--- config.mk ---
export PLATFORM = sky130hd
export DESIGN_NAME = pipeline_stall_ctrl_flat
export DESIGN_NICKNAME = d
export VERILOG_FILES = /design/src/rtl/pipeline_stall_ctrl_pkg.sv /design/src/rtl/pipeline_stall_ctrl_if.sv /design/src/rtl/pipeline_stall_ctrl_load_use_detect.sv /design/src/rtl/pipeline_stall_ctrl.sv /design/src/flat_wrapper.sv
export SDC_FILE = /design/constraint.sdc
export NUM_CORES = 1
export LEC_CHECK = 0
export ABC_CLOCK_PERIOD_IN_PS = 2200
export CELL_PAD_IN_SITES_DETAIL_PLACEMENT = 1
export CELL_PAD_IN_SITES_GLOBAL_PLACEMENT = 1
export CORE_MARGIN = 4
export CORE_UTILIZATION = 29
export DETAILED_ROUTE_END_ITERATION = 10
export HOLD_SLACK_MARGIN = 0.06
export PLACE_DENSITY_LB_ADDON = 0.08
export RECOVER_POWER = 100
export SLEW_MARGIN = 20
export SYNTH_ARGS = -nofsm -noshare
export SYNTH_HDL_FRONTEND = slang
export SYNTH_SLANG_ARGS = --single-unit
--- constraint.sdc ---
create_clock -name clk -period 2.2 [get_ports clk]
set_input_delay 0.44 -clock clk [delete_from_list [all_inputs] [get_ports clk]]
set_output_delay 0.44 -clock clk [all_outputs]
set_load 0.05 [all_outputs]
--- src/rtl/pipeline_stall_ctrl_pkg.sv ---
// Shared definitions for the pipeline stall controller: FP op encodings,
// the controller state type and default FP latencies.
package pipeline_pkg;

  localparam logic [1:0] FP_OP_NONE = 2'b00;
  localparam logic [1:0] FP_OP_MUL  = 2'b01;
  localparam logic [1:0] FP_OP_DIV  = 2'b10;

  localparam int FP_MUL_CYCLES_DEF = 4;
  localparam int FP_DIV_CYCLES_DEF = 10;
  localparam int CNT_W_DEF         = 4;

  typedef enum logic {
    IDLE    = 1'b0,
    FP_BUSY = 1'b1
  } state_t;

  // Only mul and div occupy EX for more than one cycle; 11 behaves like 00.
  function automatic logic is_multi_cycle(input logic [1:0] op);
    return (op == FP_OP_MUL) || (op == FP_OP_DIV);
  endfunction

endpackage

--- src/rtl/pipeline_stall_ctrl_if.sv ---
// Hazard inputs from ID/EX and the register-control outputs of the stall
// controller, bundled as one interface.
interface pipeline_stall_ctrl_if;

  logic [4:0]  rs1Id;
  logic [4:0]  rs2Id;
  logic        useRs1Id;
  logic        useRs2Id;
  logic        memReadEx;
  logic [4:0]  rWEx;
  logic        fpStartEx;
  logic [1:0]  fpOpEx;
  logic        branchTakenEx;

  logic        pcWrite;
  logic        ifIdWrite;
  logic        idExWrite;
  logic        idExBubble;
  logic        ifIdFlush;
  logic        fpBusy;
  logic [15:0] stallCycles;

  // Pipeline side: presents the instruction fields, consumes the controls.
  modport master (
    output rs1Id, rs2Id, useRs1Id, useRs2Id, memReadEx, rWEx,
           fpStartEx, fpOpEx, branchTakenEx,
    input  pcWrite, ifIdWrite, idExWrite, idExBubble, ifIdFlush,
           fpBusy, stallCycles
  );

  // Controller side.
  modport slave (
    input  rs1Id, rs2Id, useRs1Id, useRs2Id, memReadEx, rWEx,
           fpStartEx, fpOpEx, branchTakenEx,
    output pcWrite, ifIdWrite, idExWrite, idExBubble, ifIdFlush,
           fpBusy, stallCycles
  );

endinterface

--- src/rtl/pipeline_stall_ctrl_load_use_detect.sv ---
// Combinational load-use comparator: flags when the ID instruction reads the
// register that the load currently in EX will write. x0 never creates a hazard.
module load_use_detect
  import pipeline_pkg::*;
(
  input  logic [4:0] rs1Id,
  input  logic [4:0] rs2Id,
  input  logic       useRs1Id,
  input  logic       useRs2Id,
  input  logic       memReadEx,
  input  logic [4:0] rWEx,
  output logic       hazard
);

  logic rs1_match;
  logic rs2_match;

  // Compare each used source operand against the load destination.
  always_comb begin
    rs1_match = useRs1Id && (rs1Id == rWEx);
    rs2_match = useRs2Id && (rs2Id == rWEx);
    hazard    = memReadEx && (rWEx != 5'd0) && (rs1_match || rs2_match);
  end

endmodule

--- src/rtl/pipeline_stall_ctrl.sv ---
// Pipeline stall controller: produces PC / IF/ID / ID/EX write enables, the
// ID/EX bubble and IF/ID flush. Handles taken branches, multi-cycle FP ops in
// EX and load-use hazards, and counts stalled cycles (saturating).
module pipeline_stall_ctrl
  import pipeline_pkg::*;
#(
  parameter int FP_MUL_CYCLES = FP_MUL_CYCLES_DEF,
  parameter int FP_DIV_CYCLES = FP_DIV_CYCLES_DEF,
  parameter int CNT_W         = CNT_W_DEF
) (
  input  logic                 clk,
  input  logic                 reset,
  pipeline_stall_ctrl_if.slave bus
);

  // The cycle that launches the op and the release cycle are not counted by
  // cnt, hence the -2.
  localparam logic [CNT_W-1:0] MUL_LOAD = CNT_W'(FP_MUL_CYCLES - 2);
  localparam logic [CNT_W-1:0] DIV_LOAD = CNT_W'(FP_DIV_CYCLES - 2);

  state_t           state_q, state_d;
  logic [CNT_W-1:0] cnt_q, cnt_d;
  logic [15:0]      stall_q, stall_d;

  logic load_use;
  logic pc_we, ifid_we, idex_we, bubble, flush;

  load_use_detect u_load_use_detect (
    .rs1Id     (bus.rs1Id),
    .rs2Id     (bus.rs2Id),
    .useRs1Id  (bus.useRs1Id),
    .useRs2Id  (bus.useRs2Id),
    .memReadEx (bus.memReadEx),
    .rWEx      (bus.rWEx),
    .hazard    (load_use)
  );

  // Next-state and control outputs; priority in IDLE is branch > FP > load-use.
  always_comb begin
    pc_we   = 1'b1;
    ifid_we = 1'b1;
    idex_we = 1'b1;
    bubble  = 1'b0;
    flush   = 1'b0;
    state_d = state_q;
    cnt_d   = cnt_q;

    if (reset) begin
      state_d = IDLE;
      cnt_d   = '0;
    end else begin
      unique case (state_q)
        IDLE: begin
          if (bus.branchTakenEx) begin
            flush  = 1'b1;
            bubble = 1'b1;
          end else if (bus.fpStartEx && is_multi_cycle(bus.fpOpEx)) begin
            pc_we   = 1'b0;
            ifid_we = 1'b0;
            idex_we = 1'b0;
            state_d = FP_BUSY;
            cnt_d   = (bus.fpOpEx == FP_OP_DIV) ? DIV_LOAD : MUL_LOAD;
          end else if (load_use) begin
            // The load leaves EX next edge, so a single bubble resolves it.
            pc_we   = 1'b0;
            ifid_we = 1'b0;
            bubble  = 1'b1;
          end
        end
        FP_BUSY: begin
          // EX still presents the FP op here, so its inputs are not events.
          if (cnt_q != '0) begin
            pc_we   = 1'b0;
            ifid_we = 1'b0;
            idex_we = 1'b0;
            cnt_d   = cnt_q - 1'b1;
          end else begin
            state_d = IDLE;
          end
        end
        default: begin
          state_d = IDLE;
          cnt_d   = '0;
        end
      endcase
    end
  end

  // Saturating stall counter update.
  always_comb begin
    stall_d = stall_q;
    if (reset) begin
      stall_d = '0;
    end else if (!pc_we && (stall_q != 16'hFFFF)) begin
      stall_d = stall_q + 16'd1;
    end
  end

  // State, latency counter and stall counter registers.
  always_ff @(posedge clk) begin
    state_q <= state_d;
    cnt_q   <= cnt_d;
    stall_q <= stall_d;
  end

  assign bus.pcWrite     = pc_we;
  assign bus.ifIdWrite   = ifid_we;
  assign bus.idExWrite   = idex_we;
  assign bus.idExBubble  = bubble;
  assign bus.ifIdFlush   = flush;
  assign bus.fpBusy      = (state_q == FP_BUSY);
  assign bus.stallCycles = stall_q;

endmodule

--- src/flat_wrapper.sv ---
// flat-port wrapper written by rule: the top's interface ports become plain ports
module pipeline_stall_ctrl_flat import pipeline_pkg::*;
#(
  parameter int FP_MUL_CYCLES = FP_MUL_CYCLES_DEF,
  parameter int FP_DIV_CYCLES = FP_DIV_CYCLES_DEF,
  parameter int CNT_W         = CNT_W_DEF
)
  (clk, reset, bus_rs1Id, bus_rs2Id, bus_useRs1Id, bus_useRs2Id, bus_memReadEx, bus_rWEx, bus_fpStartEx, bus_fpOpEx, bus_branchTakenEx, bus_pcWrite, bus_ifIdWrite, bus_idExWrite, bus_idExBubble, bus_ifIdFlush, bus_fpBusy, bus_stallCycles);
  pipeline_stall_ctrl_if bus_i ();
  input  logic clk;
  input  logic reset;
  input wire logic [$bits(bus_i.rs1Id)-1:0] bus_rs1Id;
  input wire logic [$bits(bus_i.rs2Id)-1:0] bus_rs2Id;
  input wire logic [$bits(bus_i.useRs1Id)-1:0] bus_useRs1Id;
  input wire logic [$bits(bus_i.useRs2Id)-1:0] bus_useRs2Id;
  input wire logic [$bits(bus_i.memReadEx)-1:0] bus_memReadEx;
  input wire logic [$bits(bus_i.rWEx)-1:0] bus_rWEx;
  input wire logic [$bits(bus_i.fpStartEx)-1:0] bus_fpStartEx;
  input wire logic [$bits(bus_i.fpOpEx)-1:0] bus_fpOpEx;
  input wire logic [$bits(bus_i.branchTakenEx)-1:0] bus_branchTakenEx;
  output wire logic [$bits(bus_i.pcWrite)-1:0] bus_pcWrite;
  output wire logic [$bits(bus_i.ifIdWrite)-1:0] bus_ifIdWrite;
  output wire logic [$bits(bus_i.idExWrite)-1:0] bus_idExWrite;
  output wire logic [$bits(bus_i.idExBubble)-1:0] bus_idExBubble;
  output wire logic [$bits(bus_i.ifIdFlush)-1:0] bus_ifIdFlush;
  output wire logic [$bits(bus_i.fpBusy)-1:0] bus_fpBusy;
  output wire logic [$bits(bus_i.stallCycles)-1:0] bus_stallCycles;
  assign bus_i.rs1Id = bus_rs1Id;
  assign bus_i.rs2Id = bus_rs2Id;
  assign bus_i.useRs1Id = bus_useRs1Id;
  assign bus_i.useRs2Id = bus_useRs2Id;
  assign bus_i.memReadEx = bus_memReadEx;
  assign bus_i.rWEx = bus_rWEx;
  assign bus_i.fpStartEx = bus_fpStartEx;
  assign bus_i.fpOpEx = bus_fpOpEx;
  assign bus_i.branchTakenEx = bus_branchTakenEx;
  assign bus_pcWrite = bus_i.pcWrite;
  assign bus_ifIdWrite = bus_i.ifIdWrite;
  assign bus_idExWrite = bus_i.idExWrite;
  assign bus_idExBubble = bus_i.idExBubble;
  assign bus_ifIdFlush = bus_i.ifIdFlush;
  assign bus_fpBusy = bus_i.fpBusy;
  assign bus_stallCycles = bus_i.stallCycles;
  pipeline_stall_ctrl #(.FP_MUL_CYCLES(FP_MUL_CYCLES), .FP_DIV_CYCLES(FP_DIV_CYCLES), .CNT_W(CNT_W)) u_core (.clk(clk), .reset(reset), .bus(bus_i));
endmodule
==> results.py, run 1 <==
metrics = {
    "run_status": {
        "status": "finished with violations",
        "violations": "negative setup slack",
    },
    "die": {
        "core_area_mm2": 0.00438,
        "dieArea_mm2": 0.00573,
        "ios": 46,
        "initial_core_util_pct": 30.3,
        "rows": 24,
        "fp.dieH_um": 75.7,
        "die_width_um": 75.7,
    },
    "critical_path": {
        "path_cells": "buf_6, ha_4, nand2b_4, nor3_4, nor2_4, nor2_4, clkinvlp_4, o31a_4, buf_12, buf_12",
        "crit_family": "simple AND/OR/NAND/NOR gates",
        "crit_slowest_cell": "nor3_4",
        "cp-end-kind": "primary output",
        "worstPathArrival_ns": 1.89,
        "critical_path_class": "in2out",
        "crit_buf_inv": 4,
        "max_stage_delay_ns": 0.23,
        "cp.required_ns": 1.76,
        "critPathLaunchType": "input port",
        "critPathMaxFanout": 4,
    },
    "cts": {
        "clk_path_buf_depth": 2,
        "cts_tree": "built",
        "clock_sinks": 21,
        "clk_pin_slew_ns": 0.07,
        "clkLatencyLatePin_ns": 0.27,
        "cts_made_buffers": 3,
        "htreeDepth": 1,
        "ctsRootBufferMaster": "clkbuf_8",
    },
    "pwr": {
        "power_frac_clock_pct": 29.9,
        "power_frac_seq_pct": 44.6,
        "design_power_total_mw": 0.873,
        "p_per_area_mw_per_mm2": 368,
        "peakVddDrop_uv": 258,
        "switching_power_mw": 0.245,
        "p_leak_nw": 0.891,
        "combPwrFrac_pct": 25.5,
        "p_int_mw": 0.627,
        "swShare_pct": 28.1,
    },
    "global_routing": {
        "grt.overflow.total": 0,
        "grtUsageTotal_pct": 16.8,
        "grt_pass1_wl_mm": 7.45,
        "grt_max_degree": 17,
        "antenna_found_initial": 0,
        "grt_pass1_vias": 1656,
    },
    "yosys": {
        "synth-compound-area-share_pct": 17.2,
        "synth_ff_type": "dfxtp_1",
        "yosysUniqueCellTypes": 40,
        "synth_mux_area_share_pct": 4.05,
        "synth-seq-cells": 21,
        "synth_top_area_share_pct": 31.6,
        "synth_xor_area_share_pct": 7.24,
        "ys_async_sr_fraction_pct": 0,
        "synth_area_mm2": 0.00133,
        "synth_area_leaders": "dfxtp_1 32%, xor2_1 5.9%, or4_1 5.1%",
        "yosys.area_share.simple_pct": 29.2,
        "synth_nets": 191,
        "synth_edf_count": 0,
        "yosysTopAreaCell": "dfxtp_1",
        "postSynthCellCount": 163,
        "ys_seq_area_share_pct": 31.6,
        "syn-mean-instance-area_um2": 8.16,
        "synth_top_family_by_area": "simple AND/OR/NAND/NOR gates",
        "yosysWarnings": 0,
        "synth-adder-area-share_pct": 3.76,
    },
    "placed_design": {
        "dpl.hpwl_mm": 3.25,
        "place.gp.congestion": 0.727,
        "pre_cts_ws_ns": -0.769,
        "place_area_mm2": 0.00201,
        "io_buffers": 45,
    },
    "sta": {
        "period_share_pct": 106,
        "slew_headroom_pct": 66.2,
        "setup_viol": 4,
        "rsz0062_at_grt": "yes",
        "fmax_mhz": 429,
        "fin_ws_ns": -0.131,
        "period_needed_ns": 2.33,
        "tightest_slew_ns": 0.506,
        "final_hold_viol_count": 0,
        "hold_slack_ns": 0.509,
        "drv_slew": 0,
        "skew_ns": 0.0117,
    },
    "drt": {
        "detailroute.via_count": 1512,
        "dr.pass1.iters": 3,
        "wire_per_inst_um": 16.5,
        "vias_per_cell": 5.40,
        "first_iter_violations": 41,
        "final_antenna_net_count": 0,
        "drc": 0,
        "drt_wl_total_mm": 4.61,
    },
    "finish": {
        "finalInstanceArea_mm2": 0.00237,
        "drive_above_1_share_pct": 43.4,
        "nets": 257,
        "diodes": 0,
        "area_growth_pct": 78.3,
    },
    "min_path": {
        "hp-class": "reg2reg",
    },
    "job": {
        "max-cap-violations": 0,
    },
}
## timing repair
| item | 4_1_cts | 5_1_grt |
|---|---|---|
| gates resized for setup | 76 | 48 |
| pin swaps | 20 | 20 |
| endpoints found under the setup margin | 20 | 15 |
| cloned | 0 | 2 |
| setup buffers | 6 | 5 |
| hold buffers | 0 | 0 |
## routing by layer
layer | part of all wire, % | track usage, % | up-vias
li1 | - | - | 725
met4 | 0.87 | 5.24 | 0
met5 | 0 | 0 | -
met2 | 56 | 32.1 | 28
met1 | 39 | 17.9 | 754
met3 | 3.8 | 4.22 | 5
## cell type report
type / instances / area [µm²]
clock buffers: 3 / 41.3
clock inverters: 1 / 5.00
fillers: 494 / 2010
inverters: 7 / 35.0
multi-input cells: 123 / 1060
flip-flops and latches: 21 / 427
well taps: 52 / 65.1
repair buffers: 73 / 742
## path summary, 6_finish.rpt
path                                              startpoint                                      end  slack (ns)  cells after the start
worst max-delay path                           bus_fpOpEx[1]                            bus_ifIdWrite       -0.13                     10
worst min-delay path            u_core.cnt_q[1]$_SDFFE_PP0P_             u_core.cnt_q[1]$_SDFFE_PP0P_        0.51                      2
worst max register to register  u_core.cnt_q[0]$_SDFFE_PP0P_  u_core.bus.stallCycles[11]$_SDFFE_PP0P_        0.03                     11
worst min register to register  u_core.cnt_q[1]$_SDFFE_PP0P_             u_core.cnt_q[1]$_SDFFE_PP0P_        0.51                      2
## power groups by stage
stage | clock network [mW] | logic, mW | registers, mW
after floorplan | 0 | 0.0887 | 0.402
after global placement | 0 | 0.179 | 0.398
after detailed placement | 0 | 0.184 | 0.398
after CTS | 0.270 | 0.191 | 0.389
after global routing | 0.290 | 0.238 | 0.390
final | 0.261 | 0.222 | 0.389
## worst reg2reg max path: cells and delay by family (launching register included)
| kind | cells | cell delay (ns) |
|---|---|---|
| AND/OR/NAND/NOR | 3 | 0.61 |
| AO/OA/AOI/OAI | 3 | 0.53 |
| buffers and inverters | 4 | 0.44 |
| flip-flops | 1 | 0.33 |
| adder cells (fa/ha/maj) | 1 | 0.21 |
## cells in the final DEF (no fill, tap or decap), drive strengths merged, types with 5 or more instances in the layout
cell and instances:
nor3 7, buf 43, inv 5, nand2 8, o31ai 6, nand3 8, clkdlybuf4s50 20, or4 9
o21ai 5, dlygate4sd2 5, nor2 13, nor4 5, xor2 9, a21oi 11, clkbuf 7, dfxtp 21
## state kept, by name (all words and copies together), names as in the netlist
name	flops
u_core.bus.fpBusy	1
u_core.bus.stallCycles	16
u_core.cnt_q	4
## through the flow
| step | utilization (%) | setup TNS, ns | std cells |
|---|---|---|---|
| after floorplan | - | -3.60 | 163 |
| after global placement | 45.8 | -12.57 | 263 |
| after detailed placement | 45.8 | -13.36 | 263 |
| after CTS | 48.1 | -0.242 | 273 |
| after global routing | 54.1 | -1.13 | 280 |
| final | 54.1 | -0.373 | 280 |
## synth_stat cells, types with 3 or more instances
library cell / number
a21oi_1: 11
buf_2: 5
dfxtp_1: 21
ha_1: 4
inv_1: 7
mux2_2: 3
nand2_1: 8
nand3_1: 8
nand4_1: 4
nor2_1: 12
nor2b_1: 3
nor3_1: 7
nor4_1: 4
o21ai_0: 5
o311ai_0: 3
o31ai_1: 6
o41ai_1: 3
or4_1: 9
xor2_1: 9
## kinds of logic after synthesis
family          after synthesis
buf+inv                      19
fa+ha+maj                     4
xor+xnor                     11
mux                           5
compound gates               34
flops                        21
simple gates                 69
Power figures use the tool's default switching activity.
==> run 2, diff against run 1 <==
==> constraint.sdc (replaced) <==
create_clock -name clk -period 2.2 [get_ports clk]
set_input_delay 0.22 -clock clk [delete_from_list [all_inputs] [get_ports clk]]
set_output_delay 0.22 -clock clk [all_outputs]
set_load 0.05 [all_outputs]
==> results.py, run 2 (synthesis results as in run 1) <==
metrics = {
    "finish": {
        "regArea_um2": 437,
        "fillers": 491,
        "nets": 252,
        "drive_above_1_share_pct": 33.2,
        "final_common_cell": "clkdlybuf4s50_1",
        "final_cell_mix": "25 x clkdlybuf4s50_1, 20 x buf_4, 10 x nor2_1, 10 x dfxtp_1, 10 x dfxtp_2",
        "largest_register_ffs": 16,
        "finalInstanceArea_mm2": 0.00223,
        "multi_input_area_um2": 960,
        "diodes": 0,
        "post-route-util_pct": 50.8,
        "stdcell_count": 275,
        "area_growth_pct": 67.5,
    },
    "drt": {
        "final_antenna_net_count": 0,
        "dr.pass1.iters": 3,
        "first_iter_violations": 47,
        "wire_per_inst_um": 15.8,
        "drc": 0,
        "drt_wl_total_mm": 4.36,
        "detailroute.via_count": 1474,
        "vias_per_cell": 5.36,
    },
    "cts": {
        "clock_sinks": 21,
        "cts_made_buffers": 3,
        "clkLatencyLatePin_ns": 0.26,
        "htreeDepth": 1,
        "holdBufCountCts": 0,
        "ctsRootBufferMaster": "clkbuf_8",
        "clk_path_buf_depth": 2,
        "clk_pin_slew_ns": 0.08,
        "cts_tree": "built",
    },
    "critical_path": {
        "crit_buf_inv": 4,
        "cp.required_ns": 2.41,
        "critPathLaunchType": "input port",
        "r2r-end": "u_core.bus.stallCycles[14]$_SDFFE_PP0P_",
        "crit_slowest_cell": "or4_4",
        "r2r-start": "u_core.cnt_q[0]$_SDFFE_PP0P_",
        "cp-startpoint": "bus_fpOpEx[1]",
        "path_cells": "clkdlybuf4s15_1, ha_4, nand2b_4, nor3_4, nor2_4, nor2_4, clkinvlp_4, o31a_1, buf_12, buf_4, or4_4, a21oi_2",
        "critPathMaxFanout": 6,
        "critical_path_class": "in2reg",
        "cp-endpoint": "u_core.bus.stallCycles[14]$_SDFFE_PP0P_",
        "crit_family": "simple AND/OR/NAND/NOR gates",
        "worstPathArrival_ns": 2.31,
        "cp-end-kind": "flop",
        "critical_path_cell_count": 12,
        "max_stage_delay_ns": 0.42,
        "crit_top_cell": "nor2_4",
        "reg2reg_slack_ns": 0.1,
        "reg2regPathDepth": 11,
    },
    "sta": {
        "skew_ns": 0.00146,
        "fin_ws_ns": 0.0973,
        "slew_headroom_pct": 65.4,
        "drv_slew": 0,
        "period_needed_ns": 2.10,
        "fmax_mhz": 476,
        "final_hold_viol_count": 0,
        "rsz0062_at_grt": "yes",
        "period_share_pct": 95.6,
        "tightest_slew_ns": 0.518,
        "setup_viol": 0,
    },
    "die": {
        "dieArea_mm2": 0.00573,
        "ios": 46,
        "die_width_um": 75.7,
        "core_area_mm2": 0.00438,
        "fp.dieH_um": 75.7,
        "initial_core_util_pct": 30.3,
        "rows": 24,
    },
    "placed_design": {
        "dpl.cell_count": 263,
        "place.gp.congestion": 0.737,
        "io_buffers": 45,
        "place_area_mm2": 0.00203,
        "pre_cts_ws_ns": -0.475,
        "dpl.hpwl_mm": 3.19,
    },
    "min_path": {
        "hp-class": "reg2reg",
    },
    "global_routing": {
        "grtUsageTotal_pct": 15.7,
        "grt_pass1_vias": 1550,
        "antenna_found_initial": 0,
        "grt_pass1_wl_mm": 7.12,
        "grt.overflow.total": 0,
        "grt_max_degree": 23,
    },
    "pwr": {
        "p_leak_nw": 0.800,
        "peakVddDrop_uv": 210,
        "p_per_area_mw_per_mm2": 387,
    },
    "run_status": {
        "status": "complete, no violations",
    },
    "job": {
        "max-cap-violations": 0,
    },
}
-- run 2: cell count changes in the layout (fill, tap and decap cells not counted), sizes merged, moves of 2 or more --
cell	delta
dlygate4sd2	+3
dlymetal6s2s	+2
clkinv	-2
buf	-16
clkdlybuf4s50	+5
-- run 2: final cells by class --
type / instances / area share (%)
timing repair buffer: 68 / 30.8
inverter: 7 / 1.57
clock buffer: 4 / 2.02
multi-input combinational: 123 / 43.1
tap: 52 / 2.92
sequential: 21 / 19.6
-- run 2: per-layer routing --
metal	vias to the layer above	track usage [%]	routed length [µm]	part of all wire, %
met5	-	0	0	0
met4	0	2.91	14	0.32
met3	3	4.22	276	6.3
met2	37	28.2	2290	53
met1	710	18.9	1780	41
li1	724	-	-	-
-- run 2: report_power, final --
| group | switching [mW] | internal (mW) | leakage [nW] | total, mW |
|---|---|---|---|---|
| logic | 0.0969 | 0.105 | 0.602 | 0.202 |
| registers | 0.00525 | 0.383 | 0.175 | 0.389 |
| clock network | 0.141 | 0.129 | 0.0228 | 0.271 |
-- run 2: stage by stage --
step | total power, mW | TNS [ns] | hold WS (ns)
after global placement | 0.578 | -5.50 | 0.469
after CTS | 0.860 | 0 | 0.487
after global routing | 0.902 | -0.0610 | 0.532
final | 0.861 | 0 | 0.494
after detailed placement | 0.584 | -6.70 | 0.474
after floorplan | 0.487 | -0.201 | 0.282
-- run 2: what timing repair did --
item,CTS,global route
endpoints found under the hold margin,0,0
setup buffers,3,4
gates resized for setup,14,32
pin swaps,6,12
cloned,1,0
setup endpoints to repair,18,17
-- run 2: how the worst min path moves through the flow --
stage / startpoint / endpoint / slack [ns] / cells past startpoint
4_1_cts: u_core.bus.stallCycles[3]$_SDFFE_PP0P_ / u_core.bus.stallCycles[3]$_SDFFE_PP0P_ / 0.49 / 1
5_1_grt: u_core.bus.stallCycles[3]$_SDFFE_PP0P_ / u_core.bus.stallCycles[3]$_SDFFE_PP0P_ / 0.53 / 1
3_5_place_dp: u_core.bus.stallCycles[3]$_SDFFE_PP0P_ / u_core.bus.stallCycles[3]$_SDFFE_PP0P_ / 0.47 / 1
3_3_place_gp: u_core.bus.stallCycles[5]$_SDFFE_PP0P_ / u_core.bus.stallCycles[5]$_SDFFE_PP0P_ / 0.47 / 2
2_1_floorplan: reset / u_core.bus.fpBusy$_SDFF_PP0_ / 0.28 / 1
6_report: u_core.bus.stallCycles[3]$_SDFFE_PP0P_ / u_core.bus.stallCycles[3]$_SDFFE_PP0P_ / 0.49 / 1
==> run 3, diff against run 2 <==
- RECOVER_POWER: 100 -> unset
==> results of run 3 <==
No change in the layout: final DEF, timing and power equal those of run 2.
